===== config.mk =====
export PLATFORM = sky130hd
export DESIGN_NAME = rep_cmps_seq_flat
export DESIGN_NICKNAME = d
export VERILOG_FILES = /design/src/rtl/rep_cmps_pkg.sv /design/src/rtl/rep_cmps_seq_if.sv /design/src/rtl/rep_cmps_seq_stride.sv /design/src/rtl/rep_cmps_seq.sv /design/src/flat_wrapper.sv
export SDC_FILE = /design/constraint.sdc
export NUM_CORES = 1
export LEC_CHECK = 0
export BUFFER_PORTS_ARGS = -buffer_cell sky130_fd_sc_hd__buf_2
export CELL_PAD_IN_SITES_DETAIL_PLACEMENT = 1
export CELL_PAD_IN_SITES_GLOBAL_PLACEMENT = 2
export CORE_ASPECT_RATIO = 1.2
export CORE_UTILIZATION = 32
export CTS_BUF_LIST = sky130_fd_sc_hd__clkbuf_4 sky130_fd_sc_hd__clkbuf_8
export DETAILED_ROUTE_END_ITERATION = 6
export HOLD_SLACK_MARGIN = 0.08
export PLACE_DENSITY = 0.93
export SKIP_LAST_GASP = 1
export SLEW_MARGIN = 15
export SYNTH_ARGS = -nofsm -noshare
export SYNTH_HDL_FRONTEND = slang
export SYNTH_SLANG_ARGS = --single-unit

===== constraint.sdc =====
create_clock -name clk -period 7.9 [get_ports clk]
set_input_delay 0.395 -clock clk [delete_from_list [all_inputs] [get_ports clk]]
set_output_delay 0.395 -clock clk [all_outputs]
set_load 0.005 [all_outputs]

===== src/rtl/rep_cmps_pkg.sv =====
// Shared types for the CMPS / REPE CMPS / REPNE CMPS execute sequencer.
package rep_cmps_pkg;

    typedef enum logic [2:0] {
        IDLE,
        CHK,
        RD_SRC,
        RD_DST,
        UPD,
        DONE
    } state_e;

    typedef enum logic [1:0] {
        SZ_BYTE  = 2'd0,
        SZ_WORD  = 2'd1,
        SZ_DWORD = 2'd2,
        SZ_RSVD  = 2'd3
    } size_e;

    typedef enum logic [1:0] {
        REP_NONE = 2'd0,
        REP_E    = 2'd1,
        REP_NE   = 2'd2,
        REP_RSVD = 2'd3
    } rep_e;

    // Bit positions on the ALU1 flag bus {OF,SF,ZF,AF,PF,CF}
    localparam int FLAGS_W = 6;
    localparam int FLAG_CF = 0;
    localparam int FLAG_PF = 1;
    localparam int FLAG_AF = 2;
    localparam int FLAG_ZF = 3;
    localparam int FLAG_SF = 4;
    localparam int FLAG_OF = 5;

endpackage


===== src/rtl/rep_cmps_seq_if.sv =====
// Control, memory-read and writeback bundle between the execute stage and the CMPS sequencer.
interface rep_cmps_if #(
    parameter int ADDR_W = 32,
    parameter int CNT_W  = 32
);
    logic              flush;
    logic              start_valid;
    logic              start_ready;
    logic [1:0]        rep_type;
    logic [1:0]        op_size;
    logic              df;
    logic [ADDR_W-1:0] esi_in;
    logic [ADDR_W-1:0] edi_in;
    logic [CNT_W-1:0]  ecx_in;
    logic              mem_rd_req;
    logic [ADDR_W-1:0] mem_rd_addr;
    logic [1:0]        mem_rd_size;
    logic              mem_rd_ack;
    logic              lat_en;
    logic [5:0]        cmps_flags;
    logic              done_valid;
    logic [ADDR_W-1:0] esi_out;
    logic [ADDR_W-1:0] edi_out;
    logic [CNT_W-1:0]  ecx_out;
    logic [5:0]        flags_out;
    logic [5:0]        ld_flags;

    modport slave (
        input  flush, start_valid, rep_type, op_size, df, esi_in, edi_in, ecx_in,
               mem_rd_ack, cmps_flags,
        output start_ready, mem_rd_req, mem_rd_addr, mem_rd_size, lat_en,
               done_valid, esi_out, edi_out, ecx_out, flags_out, ld_flags
    );

    modport master (
        output flush, start_valid, rep_type, op_size, df, esi_in, edi_in, ecx_in,
               mem_rd_ack, cmps_flags,
        input  start_ready, mem_rd_req, mem_rd_addr, mem_rd_size, lat_en,
               done_valid, esi_out, edi_out, ecx_out, flags_out, ld_flags
    );
endinterface


===== src/rtl/rep_cmps_seq_stride.sv =====
// Pointer step for one string element: +/-1, 2 or 4 depending on size and direction flag.
module cmps_stride
    import rep_cmps_pkg::*;
#(
    parameter int ADDR_W = 32
) (
    input  logic                     op_size_i,
    input  logic [1:0]               op_size,
    input  logic                     df,
    output logic signed [ADDR_W-1:0] stride
);
    logic [ADDR_W-1:0] mag;

    always_comb begin
        mag = ADDR_W'(4);
        case (op_size)
            SZ_BYTE: mag = ADDR_W'(1);
            SZ_WORD: mag = ADDR_W'(2);
            default: mag = ADDR_W'(4);
        endcase
        stride = df ? $signed(-mag) : $signed(mag);
    end

    logic unused_ok;
    assign unused_ok = op_size_i;
endmodule


===== src/rtl/rep_cmps_seq.sv =====
// CMPS sequencer: source read, destination read, pointer/count update, REP termination,
// one writeback pulse per instruction.
module rep_cmps_seq
    import rep_cmps_pkg::*;
#(
    parameter int ADDR_W = 32,
    parameter int CNT_W  = 32
) (
    input logic       clk,
    input logic       rst,
    rep_cmps_if.slave bus
);
    state_e            state_q, state_d;
    logic [ADDR_W-1:0] esi_q, esi_d, edi_q, edi_d;
    logic [CNT_W-1:0]  ecx_q, ecx_d;
    logic [5:0]        flags_q, flags_d;
    logic [1:0]        rep_q, rep_d, size_q, size_d;
    logic              df_q, df_d, ran_q, ran_d;

    logic signed [ADDR_W-1:0] stride;
    logic              is_rep;
    logic [CNT_W-1:0]  ecx_dec;

    cmps_stride #(.ADDR_W(ADDR_W)) u_stride (
        .op_size_i (1'b0),
        .op_size   (size_q),
        .df        (df_q),
        .stride    (stride)
    );

    assign is_rep  = (rep_q == REP_E) || (rep_q == REP_NE);
    assign ecx_dec = ecx_q - CNT_W'(1);

    always_comb begin
        state_d = state_q;
        esi_d   = esi_q;
        edi_d   = edi_q;
        ecx_d   = ecx_q;
        flags_d = flags_q;
        rep_d   = rep_q;
        size_d  = size_q;
        df_d    = df_q;
        ran_d   = ran_q;
        if (bus.flush) begin
            state_d = IDLE;
        end else begin
            case (state_q)
                IDLE: if (bus.start_valid) begin
                    esi_d   = bus.esi_in;
                    edi_d   = bus.edi_in;
                    ecx_d   = bus.ecx_in;
                    rep_d   = bus.rep_type;
                    size_d  = bus.op_size;
                    df_d    = bus.df;
                    ran_d   = 1'b0;
                    state_d = CHK;
                end
                CHK:    state_d = (is_rep && ecx_q == '0) ? DONE : RD_SRC;
                RD_SRC: if (bus.mem_rd_ack) state_d = RD_DST;
                RD_DST: if (bus.mem_rd_ack) begin
                    flags_d = bus.cmps_flags;
                    ran_d   = 1'b1;
                    state_d = UPD;
                end
                UPD: begin
                    esi_d   = esi_q + $unsigned(stride);
                    edi_d   = edi_q + $unsigned(stride);
                    state_d = RD_SRC;
                    if (is_rep) ecx_d = ecx_dec;
                    // ZF comes from the compare just captured in RD_DST
                    if (!is_rep || ecx_dec == '0 ||
                        (rep_q == REP_E  && !flags_q[FLAG_ZF]) ||
                        (rep_q == REP_NE &&  flags_q[FLAG_ZF]))
                        state_d = DONE;
                end
                DONE:    state_d = IDLE;
                default: state_d = IDLE;
            endcase
        end
    end

    always_ff @(posedge clk) begin
        if (rst) begin
            state_q <= IDLE;
            esi_q   <= '0;
            edi_q   <= '0;
            ecx_q   <= '0;
            flags_q <= '0;
            rep_q   <= '0;
            size_q  <= '0;
            df_q    <= 1'b0;
            ran_q   <= 1'b0;
        end else begin
            state_q <= state_d;
            esi_q   <= esi_d;
            edi_q   <= edi_d;
            ecx_q   <= ecx_d;
            flags_q <= flags_d;
            rep_q   <= rep_d;
            size_q  <= size_d;
            df_q    <= df_d;
            ran_q   <= ran_d;
        end
    end

    assign bus.start_ready = (state_q == IDLE);
    assign bus.mem_rd_req  = (state_q == RD_SRC) || (state_q == RD_DST);
    assign bus.mem_rd_addr = (state_q == RD_SRC) ? esi_q :
                             (state_q == RD_DST) ? edi_q : '0;
    assign bus.mem_rd_size = size_q;
    assign bus.lat_en      = (state_q == RD_SRC) && bus.mem_rd_ack && !bus.flush && !rst;
    assign bus.done_valid  = (state_q == DONE);
    assign bus.esi_out     = esi_q;
    assign bus.edi_out     = edi_q;
    assign bus.ecx_out     = ecx_q;
    assign bus.flags_out   = flags_q;
    assign bus.ld_flags    = (state_q == DONE && ran_q) ? 6'h3F : 6'h00;
endmodule

===== src/flat_wrapper.sv =====
// flat-port wrapper written by rule: the top's interface ports become plain ports
module rep_cmps_seq_flat import rep_cmps_pkg::*;
#(
    parameter int ADDR_W = 32,
    parameter int CNT_W  = 32
)
  (clk, rst, bus_flush, bus_start_valid, bus_rep_type, bus_op_size, bus_df, bus_esi_in, bus_edi_in, bus_ecx_in, bus_mem_rd_ack, bus_cmps_flags, bus_start_ready, bus_mem_rd_req, bus_mem_rd_addr, bus_mem_rd_size, bus_lat_en, bus_done_valid, bus_esi_out, bus_edi_out, bus_ecx_out, bus_flags_out, bus_ld_flags);
  rep_cmps_if #(.ADDR_W(ADDR_W), .CNT_W(CNT_W)) bus_i ();
  input logic clk;
  input logic rst;
  input wire logic [$bits(bus_i.flush)-1:0] bus_flush;
  input wire logic [$bits(bus_i.start_valid)-1:0] bus_start_valid;
  input wire logic [$bits(bus_i.rep_type)-1:0] bus_rep_type;
  input wire logic [$bits(bus_i.op_size)-1:0] bus_op_size;
  input wire logic [$bits(bus_i.df)-1:0] bus_df;
  input wire logic [$bits(bus_i.esi_in)-1:0] bus_esi_in;
  input wire logic [$bits(bus_i.edi_in)-1:0] bus_edi_in;
  input wire logic [$bits(bus_i.ecx_in)-1:0] bus_ecx_in;
  input wire logic [$bits(bus_i.mem_rd_ack)-1:0] bus_mem_rd_ack;
  input wire logic [$bits(bus_i.cmps_flags)-1:0] bus_cmps_flags;
  output wire logic [$bits(bus_i.start_ready)-1:0] bus_start_ready;
  output wire logic [$bits(bus_i.mem_rd_req)-1:0] bus_mem_rd_req;
  output wire logic [$bits(bus_i.mem_rd_addr)-1:0] bus_mem_rd_addr;
  output wire logic [$bits(bus_i.mem_rd_size)-1:0] bus_mem_rd_size;
  output wire logic [$bits(bus_i.lat_en)-1:0] bus_lat_en;
  output wire logic [$bits(bus_i.done_valid)-1:0] bus_done_valid;
  output wire logic [$bits(bus_i.esi_out)-1:0] bus_esi_out;
  output wire logic [$bits(bus_i.edi_out)-1:0] bus_edi_out;
  output wire logic [$bits(bus_i.ecx_out)-1:0] bus_ecx_out;
  output wire logic [$bits(bus_i.flags_out)-1:0] bus_flags_out;
  output wire logic [$bits(bus_i.ld_flags)-1:0] bus_ld_flags;
  assign bus_i.flush = bus_flush;
  assign bus_i.start_valid = bus_start_valid;
  assign bus_i.rep_type = bus_rep_type;
  assign bus_i.op_size = bus_op_size;
  assign bus_i.df = bus_df;
  assign bus_i.esi_in = bus_esi_in;
  assign bus_i.edi_in = bus_edi_in;
  assign bus_i.ecx_in = bus_ecx_in;
  assign bus_i.mem_rd_ack = bus_mem_rd_ack;
  assign bus_i.cmps_flags = bus_cmps_flags;
  assign bus_start_ready = bus_i.start_ready;
  assign bus_mem_rd_req = bus_i.mem_rd_req;
  assign bus_mem_rd_addr = bus_i.mem_rd_addr;
  assign bus_mem_rd_size = bus_i.mem_rd_size;
  assign bus_lat_en = bus_i.lat_en;
  assign bus_done_valid = bus_i.done_valid;
  assign bus_esi_out = bus_i.esi_out;
  assign bus_edi_out = bus_i.edi_out;
  assign bus_ecx_out = bus_i.ecx_out;
  assign bus_flags_out = bus_i.flags_out;
  assign bus_ld_flags = bus_i.ld_flags;
  rep_cmps_seq #(.ADDR_W(ADDR_W), .CNT_W(CNT_W)) u_core (.clk(clk), .rst(rst), .bus(bus_i));
endmodule

Word level (Yosys, flattened, before mapping)

Cells that the tools add are included.

Output and inout bits: 146
Bits of input ports: 112
Register bits: 111
Logic and storage cells: 76

Bitwise operators: 1
Multiplexer cells: 21
$add $sub $neg: 4
Equal/unequal tests: 12
Reduce and logical (&&, ||, !) cells: 29

Operators with widths:

| cell                    | number |
|---|---|
| $mux W32                | 7 |
| $pmux W32 S2            | 3 |
| $add A32 B32 Y32        | 2 |
| $logic_not A32 Y1       | 2 |
| $neg A3 Y32             | 1 |
| $sub A32 B1 Y32 const B | 1 |
| $mux W3                 | 5 |
| $pmux W3 S5             | 1 |
| $reduce_and A3 Y1       | 4 |
| $reduce_and A4 Y1       | 2 |
| $logic_and A1 B1 Y1     | 7 |
| $eq A3 B2 Y1 const B    | 2 |
| $eq A3 B3 Y1 const B    | 2 |
| $mux W6                 | 1 |
| $ne A2 B2 Y1 const B    | 3 |
| $pmux W3 S2             | 1 |
| $logic_or A1 B1 Y1      | 5 |
| $eq A2 B1 Y1 const B    | 2 |
| $logic_not A1 Y1        | 4 |
| $reduce_bool A2 Y1      | 2 |
| $eq A3 B1 Y1 const B    | 1 |
| $logic_not A3 Y1        | 1 |
| $eq A2 B2 Y1 const B    | 1 |
| $logic_not A2 Y1        | 1 |
| other kinds (5)         | 6 |

Longest topological paths before layout

Depth in word-level cells: 8
Mapped depth: 14
Depth with buffers taken out: 14

Modules after synthesis

A second synthesis with hierarchy kept.

Cell total of the unflattened synthesis: 1321
Area total of the unflattened synthesis: 9723.1 um^2

By module, submodules not included:

| module       | sequential area each (um^2) | instances | area an instance (um^2) | cells an instance |
|---|---|---|---|---|
| rep_cmps_seq | 2222.1                      | 1         | 9492.9                  | 1289 |
| cmps_stride  | 0.0                         | 1         | 230.2                   | 32 |

Least setup slack after synthesis

OpenSTA, ideal clock, no wires.

Path kind: register to register
Start: register u_core.df_q
End: register u_core.edi_q[20] (netlist: u_core.bus.edi_out[20])
Path slack: 3.449 ns
Required time: 7.826 ns
Data arrival time: 4.377 ns
Cell stages (with the launch flop): 13
Period minus slack after synthesis: 4.451 ns
Buffers on the path: 1
Library setup time: 0.074 ns
Path through: dfxtp_1 > clkbuf_1 > o21ai_0 > fa_1 > a211oi_1 > o21ai_0 > a31oi_1 > o22ai_1 > o311a_1 > o21a_1 > o211ai_1 > mux2_2 > o21ai_0

Cells in the longest elaborated chain, start to end: 3

Ends and longest elaborated chain:

| item                   | line                      | text |
|---|---|---|
| start, declared        | rep_cmps_seq.sv:18        | `logic df_q, df_d, ran_q, ran_d;` |
| start signal, assigned | rep_cmps_seq.sv:91        | `df_q <= 1'b0;` |
| start signal, assigned | rep_cmps_seq.sv:101       | `df_q <= df_d;` |
| $mux W32               | rep_cmps_seq_stride.sv:21 | `stride = df ? $signed(-mag) : $signed(mag);` |
| $add A32 B32 Y32       | rep_cmps_seq.sv:67        | `edi_d = edi_q + $unsigned(stride);` |
| $pmux W32 S2           | rep_cmps_seq.sv:47        | `case (state_q)` |
| end signal, assigned   | rep_cmps_seq.sv:96        | `edi_q <= edi_d;` |
| end, declared          | rep_cmps_seq.sv:14        | `logic [ADDR_W-1:0] esi_q, esi_d, edi_q, edi_d;` |

No other way between the ends.
A chain may end at the register's enable or synchronous reset.

Worst setup path after layout

Start: register u_core.size_q[1] (netlist: u_core.bus.mem_rd_size[1])
End: register u_core.edi_q[20] (netlist: u_core.bus.edi_out[20])

Cells in the longest elaborated chain, start to end: 6
Elaborated cells between the ends (all ways): 7
Those cells by class: 2 x add/sub; 1 x eq/ne; 3 x mux; 1 x reduce/logical

Ends and longest elaborated chain:

| item                                             | line                      | text |
|---|---|---|
| start, declared                                  | rep_cmps_seq.sv:17        | `logic [1:0] rep_q, rep_d, size_q, size_d;` |
| start signal, assigned                           | rep_cmps_seq.sv:100       | `size_q <= size_d;` |
| $eq A2 B1 Y1 or $logic_not A2 Y1 (tied branches) | rep_cmps_seq_stride.sv:16 | `case (op_size)` |
| $pmux W3 S2 *                                    | rep_cmps_seq_stride.sv:16 |  |
| $neg A3 Y32                                      | rep_cmps_seq_stride.sv:21 |  |
| $mux W32 *                                       | rep_cmps_seq_stride.sv:21 |  |
| $add A32 B32 Y32 *                               | rep_cmps_seq.sv:67        |  |
| $pmux W32 S2 *                                   | rep_cmps_seq.sv:47        |  |

Every way passes the cells marked *; elsewhere a longest branch is shown, timed or not.

==> results.md <==
* Status: completed
* Die H at 189 um
* RePlAce Congestion at 0.932
* Maximum operating frequency at 0.234 GHz
* Power density cells at 126 nW/um^2
* Synthesized area at 9310 um^2
* Largest net degree at the start of global routing at 77
* Worst Path Buf+Inv at 0
* Setup crit start kind: register
* Cell taking the most area after synthesis: dfxtp_1
* Worst path arrival time at 4.63 ns
* Relative slew slack at 25.8%
* IO Port Bufs at around 260
* Final period util at 54.2%
* WL final at 36000 um
* Cell count after synthesis at ~1300
* Dominant cells by area after synthesis: dfxtp_1 (24%), ha_1 (9.0%), a21oi_1 (7.6%)
* Post-synth top cells: nor2_1 (146), nand2_1 (144), a21oi_1 (142)
* Final slew viol count at 0
* Num ports at 258
* Core ar. at 28700 um^2
* Yosys warns at 0
* H-tree depth at 3
* Nets at 1630
* Post-DP HPWL at around 26000 um
* Worst path cell trace: or2_2 -> ha_1 -> nand2_1 -> o21ai_0 -> fa_1 -> a211oi_1 -> o21ai_0 -> a31oi_1 -> o22ai_1 -> o311a_1 -> o21a_1 -> o211ai_1 -> mux2_2 -> o21ai_0
* Synth cell types at 73
* RSZ-0062 raised after global routing: false
* Largest fanout on the critical path at 4
* Clock power share at 26.9%
* DRT antenna net count at 0
* Routed via count at ~10000
* WP data required at 8.25 ns
* Top-count cell post-synth: nor2_1
* CTS tree: done
* Final setup viols at 0
* Sequential fraction of the synthesis area at 23.9%
* Crit path largest cell delay at 0.55 ns
* GRT Resource Usage Total at 24.2%
* Combinational Power Share at 27.9%
* Post-CTS Setup Repair Bufs at 0
* Num CTS Buffers at 9
* Hold slack at 0.204 ns
* Iteration-0 DRC Markers at 558
* Max-Cap Viols at 0
* Skew-Pair Late Insertion Delay at 0.41 ns
* Antenna violations before repair at 6
* DR vias/cell at 5.66
* First-pass GRT wire length at 56600 um
* P_sw at roughly 490 uW
* Synth-to-Final Area Change at 18.3%
* Syn_nets at 1441
* Top-area cell type share of the netlist area at a little under a quarter
* Peak supply drop at 0.0000688 V
* Clk_skew at 0.0156 ns
* Drt drc at 0
* Ys flop type: dfxtp_1
* Drt first pass iters at 5
* Sequential share of power at 45.2%
* Worst-margin pin slew at 1.11 ns
* CTS resizes at 0
* Pleak at about 0.005 uW
* Layout cells sized above 1 at between 20% and 30%
* TNS Setup at 0 ns
* Placed Cells at 1823
* Min-Delay Path Class: in -> reg
* Core Rows at 68
* # hold bufs at CTS at 0
* Clock-pin slew on the worst setup and hold paths at 0.11 ns
* Per-cell routed wire length at 19.6 um
* CTS Sinks at 111
* CP most frequent cell: o21ai_0
* Ys async rst share at 0%
* Total power at 1390 uW
* Crit Path Class: reg -> reg
* Starting density of the core at 32.5%
* Die width at 158 um
* Sw frac at 35.7%
* Yosys reg bits at 111
* EDFF count, synth at 0
* Delay-heaviest family, CP: compound AO/OA/AOI/OAI gates
* Die Area at ~30000 um^2
* Vias in the first global route at 10600
* Slowest cell on the critical path: fa_1
* P_int at 890 uW
* Syn_area_per_cell at 7.39 um^2
* Fin util at 38.4%
* Clock root cell: clkbuf_8
* GRT overflow at 0
* CP endpoint kind: register
* Final Hold Viols at 0
* Post-Layout Cell Count at 1840
* Post-layout min period at 4.28 ns
* Max clock buf depth at 2
[flip-flops by register name, summed over array words and instances (netlist names)]
register                flops
u_core.state_q              3
u_core.bus.mem_rd_size      2
u_core.ran_q                1
u_core.bus.flags_out        6
u_core.rep_q                2
u_core.bus.esi_out         32
u_core.bus.ecx_out         32
u_core.df_q                 1
u_core.bus.edi_out         32
[placed cells by master, fill, tap and decap left out, types with 8 or more instances in the layout]
| master | n |
|---|---|
| xnor2_1 | 35 |
| o221ai_1 | 40 |
| nor3_1 | 24 |
| nand4_1 | 9 |
| dfxtp_1 | 108 |
| and3_1 | 8 |
| clkbuf_8 | 10 |
| ha_1 | 67 |
| o21ai_0 | 63 |
| nor2b_1 | 8 |
| buf_2 | 256 |
| a31oi_1 | 18 |
| nand2b_1 | 9 |
| nand3_1 | 31 |
| xor2_1 | 22 |
| o21bai_1 | 11 |
| nor2_1 | 144 |
| a311oi_1 | 11 |
| buf_4 | 11 |
| o211ai_1 | 17 |
| nor4_1 | 19 |
| mux2i_1 | 48 |
| a22oi_1 | 8 |
| a21oi_1 | 141 |
| inv_1 | 25 |
| or3_1 | 10 |
| nand2_1 | 143 |
| a211oi_1 | 12 |
| a21o_1 | 33 |
[cell families after synthesis]
logic type / after synthesis / synth area share, %
DFF: 111 / 23.9
AOI/OAI and AO/OA: 417 / 29.1
muxes: 49 / 5.28
and+or+nand+nor: 443 / 22.0
buffers and inverters: 114 / 5.00
adders and majority gates: 69 / 9.43
xor gates and xnor gates: 57 / 5.36
[per-layer routing]
layer / wire, um / track usage (%)
met3: 2280 / 5.63
met4: 901 / 8.14
met1: 14800 / 27.6
met5: 46 / 0.340
met2: 18000 / 43.5
[path summary, 6_finish.rpt]
path	from	end	slack, ns	cells after the start
worst min-delay path	bus_rep_type[1]	u_core.rep_q[1]	0.20	3
worst min register to register	u_core.ran_q	u_core.ran_q	0.50	2
worst max-delay path	u_core.bus.mem_rd_size[1]	u_core.bus.edi_out[20]	3.62	14
worst max register to register	u_core.bus.mem_rd_size[1]	u_core.bus.edi_out[20]	3.62	14
[metrics by stage]
stage | setup WS, ns | cell area [um^2]
CTS | 3.59 | 11000
finish | 3.62 | 11000
detailed placement | 3.62 | 10800
global placement | 3.65 | 10800
floorplan | 3.45 | 9310
global route | 3.26 | 11000
[worst min-delay path, delay by kind of cell]
family | cells | cell delay [ns]
simple gates | 1 | 0.07
buf+inv | 1 | 0.07
mux | 1 | 0.05
[power by group through the flow]
stage / registers [uW] / clock network, uW / logic [uW]
detailed placement: 640 / 0 / 385
global route: 631 / 407 / 427
floorplan: 631 / 0 / 249
finish: 626 / 373 / 386
global placement: 639 / 0 / 376
CTS: 627 / 388 / 387
[cell type report]
cell class	count	area [um^2]
clock inverters	4	47.5
fillers	3662	17700
clock buffers	10	138
flip-flops and latches	111	2230
diodes	3	7.51
multi-input cells	1035	6650
inverters	25	93.8
well taps	385	482
repair buffers	267	1360
(Power assumes the default switching activity.)
